$ cat src/rtl/parity_arb_pkg.sv
// Shared types and constants for the two-channel parity arbiter controller.
package parity_arb_pkg;

  // Result-register occupancy
  typedef enum logic {
    EMPTY = 1'b0,
    FULL  = 1'b1
  } state_e;

  // Per-request operation select
  localparam logic MODE_GEN = 1'b0;
  localparam logic MODE_CHK = 1'b1;

  localparam int unsigned DEF_DATA_W = 8;
  localparam int unsigned DEF_CNT_W  = 8;

endpackage

$ cat src/rtl/parity_arb_ctrl_parity_unit.sv
// Purpose: combinational parity generate/check on one byte.
// Ports:
//   data_i      data word
//   parity_in_i received parity bit (check mode only)
//   mode_i      MODE_GEN or MODE_CHK
//   parity_o    ^data ^ ODD_PARITY
//   error_o     check mode: parity_in ^ computed parity; generate mode: 0
module parity_unit
  import parity_arb_pkg::*;
#(
  parameter int unsigned DATA_W     = DEF_DATA_W,
  parameter bit          ODD_PARITY = 1'b0
) (
  input  logic [DATA_W-1:0] data_i,
  input  logic              parity_in_i,
  input  logic              mode_i,
  output logic              parity_o,
  output logic              error_o
);

  assign parity_o = (^data_i) ^ ODD_PARITY;
  assign error_o  = (mode_i == MODE_GEN) ? 1'b0 : (parity_in_i ^ parity_o);

endmodule

$ cat src/rtl/parity_arb_ctrl.sv
// Purpose: round-robin sharing of one parity generate/check unit between two
// byte requesters, single result register with valid/ready, and saturating
// per-channel failed-check counters.
// Ports:
//   clk, rst                     clock, async active-high reset
//   req_valid/ready[1:0]         per-channel request handshake (ready is comb)
//   req_data/parity/mode         per-channel request payload
//   rsp_valid/ready              result handshake
//   rsp_ch/data/parity/error     registered result fields
//   err_cnt0/1, err_clr, err_flag  failed-check counters, clear and summary flag
module parity_arb_ctrl
  import parity_arb_pkg::*;
#(
  parameter int unsigned DATA_W     = DEF_DATA_W,
  parameter int unsigned CNT_W      = DEF_CNT_W,
  parameter bit          ODD_PARITY = 1'b0
) (
  input  logic                clk,
  input  logic                rst,
  input  logic [1:0]          req_valid,
  output logic [1:0]          req_ready,
  input  logic [2*DATA_W-1:0] req_data,
  input  logic [1:0]          req_parity,
  input  logic [1:0]          req_mode,
  output logic                rsp_valid,
  input  logic                rsp_ready,
  output logic                rsp_ch,
  output logic [DATA_W-1:0]   rsp_data,
  output logic                rsp_parity,
  output logic                rsp_error,
  output logic [CNT_W-1:0]    err_cnt0,
  output logic [CNT_W-1:0]    err_cnt1,
  input  logic                err_clr,
  output logic                err_flag
);

  state_e              state_q;
  logic                rr_q;
  logic                rsp_ch_q;
  logic [DATA_W-1:0]   rsp_data_q;
  logic                rsp_parity_q;
  logic                rsp_error_q;
  logic [CNT_W-1:0]    cnt0_q, cnt0_d;
  logic [CNT_W-1:0]    cnt1_q, cnt1_d;
  logic                flag_q;

  logic                slot_free;
  logic [1:0]          grant;
  logic                accept;
  logic                grant_ch;
  logic [DATA_W-1:0]   sel_data;
  logic                sel_parity;
  logic                sel_mode;
  logic                pu_parity;
  logic                pu_error;

  // Arbitration: a lone requester always wins, a tie goes to rr_q
  always_comb begin
    grant     = 2'b00;
    slot_free = (state_q == EMPTY) | rsp_ready;
    if (slot_free) begin
      unique case (req_valid)
        2'b01:   grant = 2'b01;
        2'b10:   grant = 2'b10;
        2'b11:   grant = rr_q ? 2'b10 : 2'b01;
        default: grant = 2'b00;
      endcase
    end
  end

  assign accept    = |grant;
  assign grant_ch  = grant[1];
  assign req_ready = grant;

  // Route the granted request into the shared parity unit
  assign sel_data   = grant_ch ? req_data[2*DATA_W-1:DATA_W] : req_data[DATA_W-1:0];
  assign sel_parity = req_parity[grant_ch];
  assign sel_mode   = req_mode[grant_ch];

  parity_unit #(
    .DATA_W     (DATA_W),
    .ODD_PARITY (ODD_PARITY)
  ) u_parity_unit (
    .data_i      (sel_data),
    .parity_in_i (sel_parity),
    .mode_i      (sel_mode),
    .parity_o    (pu_parity),
    .error_o     (pu_error)
  );

  // Saturating counters; a clear beats a coincident increment
  always_comb begin
    cnt0_d = cnt0_q;
    cnt1_d = cnt1_q;
    if (err_clr) begin
      cnt0_d = '0;
      cnt1_d = '0;
    end else if (accept && pu_error) begin
      if (!grant_ch && !(&cnt0_q)) cnt0_d = cnt0_q + CNT_W'(1);
      if ( grant_ch && !(&cnt1_q)) cnt1_d = cnt1_q + CNT_W'(1);
    end
  end

  // Result-register FSM, round-robin pointer, counters and flag
  always_ff @(posedge clk or posedge rst) begin
    if (rst) begin
      state_q      <= EMPTY;
      rr_q         <= 1'b0;
      rsp_ch_q     <= 1'b0;
      rsp_data_q   <= '0;
      rsp_parity_q <= 1'b0;
      rsp_error_q  <= 1'b0;
      cnt0_q       <= '0;
      cnt1_q       <= '0;
      flag_q       <= 1'b0;
    end else begin
      case (state_q)
        EMPTY:   if (accept) state_q <= FULL;
        FULL:    if (rsp_ready && !accept) state_q <= EMPTY;
        default: state_q <= EMPTY;
      endcase
      if (accept) begin
        rr_q         <= ~grant_ch;
        rsp_ch_q     <= grant_ch;
        rsp_data_q   <= sel_data;
        rsp_parity_q <= pu_parity;
        rsp_error_q  <= pu_error;
      end
      cnt0_q <= cnt0_d;
      cnt1_q <= cnt1_d;
      flag_q <= (|cnt0_q) | (|cnt1_q);
    end
  end

  assign rsp_valid  = (state_q == FULL);
  assign rsp_ch     = rsp_ch_q;
  assign rsp_data   = rsp_data_q;
  assign rsp_parity = rsp_parity_q;
  assign rsp_error  = rsp_error_q;
  assign err_cnt0   = cnt0_q;
  assign err_cnt1   = cnt1_q;
  assign err_flag   = flag_q;

endmodule

$ cat config.mk
export PLATFORM = sky130hd
export DESIGN_NAME = parity_arb_ctrl
export DESIGN_NICKNAME = d
export VERILOG_FILES = /design/src/rtl/parity_arb_pkg.sv /design/src/rtl/parity_arb_ctrl_parity_unit.sv /design/src/rtl/parity_arb_ctrl.sv
export SDC_FILE = /design/constraint.sdc
export NUM_CORES = 1
export LEC_CHECK = 0
export ABC_AREA = 1
export ABC_CLOCK_PERIOD_IN_PS = 3720
export CAP_MARGIN = 20
export CORE_ASPECT_RATIO = 1.5
export CORE_MARGIN = 10
export CORE_UTILIZATION = 40
export CTS_CLUSTER_SIZE = 30
export DETAILED_ROUTE_END_ITERATION = 8
export GPL_TIMING_DRIVEN = 0
export PLACE_DENSITY_LB_ADDON = 0.25
export SLEW_MARGIN = 10
export SYNTH_ARGS = -nofsm -noshare
export SYNTH_HDL_FRONTEND = slang
export SYNTH_SLANG_ARGS = --single-unit
export TNS_END_PERCENT = 50
$ cat constraint.sdc
create_clock -name clk -period 3.72 [get_ports clk]
set_input_delay 0.744 -clock clk [delete_from_list [all_inputs] [get_ports clk]]
set_output_delay 0.744 -clock clk [all_outputs]
set_load 0.01 [all_outputs]
==> flow_summary.toml, run 1 <==
[run_status]
status = "finished clean"

[global_route]
grt_pass1_vias = 2134
grt-ovfl-total = 0
antenna_found_initial = 0
grt.met1_usage_pct = 15.1
grt_pass1_wl_um = 10100
top_usage_layer = "met2"
grtUsageMet2_pct = 26.9
grt.met3_usage_pct = 4.24
grt_util_all_layers_pct = 14.6
grt_start_max_net_pins = 20

[yosys]
synth.distinct_cells = 28
synth_area_um2 = 2090
postSynthAreaPerCell_um2 = 6.77
ys_seq_area_share_pct = 36.0
yosys_warnings = 0
ys_seq_elements = 30
synthesis.nets = 338
syn_inst = 308

[clocking]
hold_buffers = 0
cts_tree = "built"
cts.clk_slew.worst_paths_ps = 60
cts_root_buffer = "clkbuf_8"
post_cts.repair.setup_buffers = 0
cts-htree-levels = 2
clock_latency_ps = 280
cts_sinks = 30
cts_buffer_depth = 2
post_cts_resized = 0
cts_buffers = 5

[sta]
setup_viol = 0
relSlewSlack_pct = 63.0
fin_crit_ps = 3090
finalHoldViolations = 0
max_freq_ghz = 0.323
hold_ws_ps = 483
rsz0062_at_grt = "no"
worst_slew_pin_slew_ps = 554
fin_skew_ps = 4.69
tns_ps = 0
slew_viol_final = 0
post-route-worst-setup-slack_ps = 627
finalCritPeriodShare_pct = 83.2

[routing]
drc = 0
routed_wl_um = 6060
wl_per_cell_um = 13.8
drt_first_iter_violations = 113
postRouteAntennaNets = 0
viasPerCell = 4.88
vias = 2138
drtPass1Iterations = 4

[die]
die_h_um = 108
num_rows = 32
core_um2 = 5080
pin_count = 57
die_w_um = 79.0
initial_core_util_pct = 41.0
die_area_um2 = 8560

[critical_path]
crit_required_ps = 2980
critPathMaxFanout = 10
cp_num_buf_inv = 5
start_kind = "input pin"
cp_top_family = "buffers and inverters"
critical_path_class = "in2out"
cpPeakStageDelay_ps = 540
critPathSlowestCell = "clkdlybuf4s50_1"
arrival_ps = 2350
end_kind = "output pin"
cp_cell_sequence = "clkdlybuf4s50_1 > inv_1 > nand2_1 > buf_2 > nand3_1 > inv_1 > clkdlybuf4s50_1"

[pwr]
p_leak_uw = 0.00140
p_per_area_nw_per_um2 = 417
total_power_uw = 1170
ir_drop_uv = 286

[placed_design]
io_buffers = 54
routabilityCongestion = 0.883
dpl.hpwl_um = 4800
dp_slack_ps = 623

[final_layout]
register_area_um2 = 751
areaGrowthSynthToFinish_pct = 35.0
multi_input_area_um2 = 1120
num_antenna_cells = 0
fin_nets = 400
n_fill_cell = 526
drive_gt1_share_pct = 7.03
finish.utilization_pct = 55.4

[min_path]
hold_path.class = "reg2reg"

[flow_run]
maxCapViolCount = 0
[state kept, by name (all words and copies together) (netlist names)]
register	count
rsp_error	1
err_cnt0	8
err_cnt1	8
rsp_valid	1
err_flag	1
rsp_data	8
rsp_ch	1
rr_q	1
rsp_parity	1
[routing by layer]
metal	share of wire [%]	vias to the layer above	wire length, um
met3	5.3	9	321
met5	0	-	0
li1	-	1107	-
met4	2.1	0	130
met2	52	53	3170
met1	40	969	2430
[per-stage QoR]
stage                     cells  area [um^2]
after floorplan             308         2090
after global placement      430         2710
after detailed placement    431         2740
after CTS                   438         2820
after global routing        438         2820
final                       438         2820
[placed cells by master (no fill, tap or decap)]
master             n
xnor2_1            1
clkdlybuf4s50_1   54
a21oi_1            2
nand4_1           11
or2_2              1
nand2_4            2
buf_4              1
nor4_1             2
ha_1               4
buf_16             1
o21ai_1            5
nand3_4            1
inv_1             38
o21ai_2            2
xor2_1             7
inv_2              2
clkbuf_1           7
nand2_2            4
buf_6              3
nand3_1           37
clkbuf_8           5
nor3b_1            2
nand2_1          104
dfrtp_1           30
nor3_1             4
clkinv_1           1
o21a_1             1
nand3_2            3
nor2_1            22
buf_2              1
o21ai_0           12
[logic make-up after synthesis]
kind of cell             after synthesis  share of synthesized area [%]
AND/OR/NAND/NOR                      193                           42.0
buffers and inverters                 51                           10.5
flip-flops                            30                           36.0
AO/OA/AOI/OAI                         22                           5.76
XOR/XNOR                               8                           3.36
adder cells (fa/ha/maj)                4                           2.40
[worst min-delay path: stages, from the launching register on]
cell	delay, ps
dfrtp_1	340
nand2_1	50
nand2_1	60
[final cells by class]
| class | count | share of cell area, % |
|---|---|---|
| clock buffers | 7 | 2.71 |
| plain buffers | 10 | 2.31 |
| flip-flops and latches | 30 | 26.7 |
| inverters | 41 | 5.47 |
| well taps | 68 | 3.02 |
| repair buffers | 55 | 20.2 |
| multi-input cells | 227 | 39.6 |
[cells in the mapped netlist, drive strengths merged]
cell type	n	area, um^2
a21oi	2	10.0
buf	5	46.3
clkbuf	5	18.8
clkinv	1	3.75
dfrtp	30	751
ha	4	50.1
inv	40	150
nand2	110	438
nand3	41	233
nand4	11	68.8
nor2	22	82.6
nor3	4	20.0
nor3b	2	15.0
nor4	2	12.5
o21a	1	7.51
o21ai	19	103
or2	1	6.26
xnor2	1	8.76
xor2	7	61.3
[report_power, final]
part           switching [uW]  total, uW  internal [uW]  leakage (uW)
registers                43.0        433            390      0.000386
clock network             117        245            129     0.0000383
logic                     265        494            229      0.000972
[path summary, 6_finish.rpt]
check,endpoint,startpoint,slack (ps),cells past startpoint
min in group asynchronous,err_cnt0[0],rst,810,2
worst min-delay path,rsp_error,rsp_error,480,2
max in group asynchronous,rsp_data[2],rst,2420,3
worst min register to register,rsp_error,rsp_error,480,2
worst max register to register,err_cnt0[1],rr_q,1560,19
worst max-delay path,req_ready[0],rsp_ready,630,7
Note: power is estimated with default switching activity, not from simulation.
==> run 2, diff against run 1 <==
- ABC_CLOCK_PERIOD_IN_PS: 3720 -> 2940
- clock period: 3.72 -> 2.94 ns (I/O delays scaled with it)
==> results of run 2 <==
The final DEF is identical to that of run 1. Status: finished clean.
Main changes from that run: setup slack after placement 623 ps -> 60.5 ps; setup slack after layout 627 ps -> 159 ps; register-to-register setup slack 1560 ps -> 780 ps; total power 1170 uW -> 1480 uW; worst IR drop on VDD 286 uV -> 362 uV
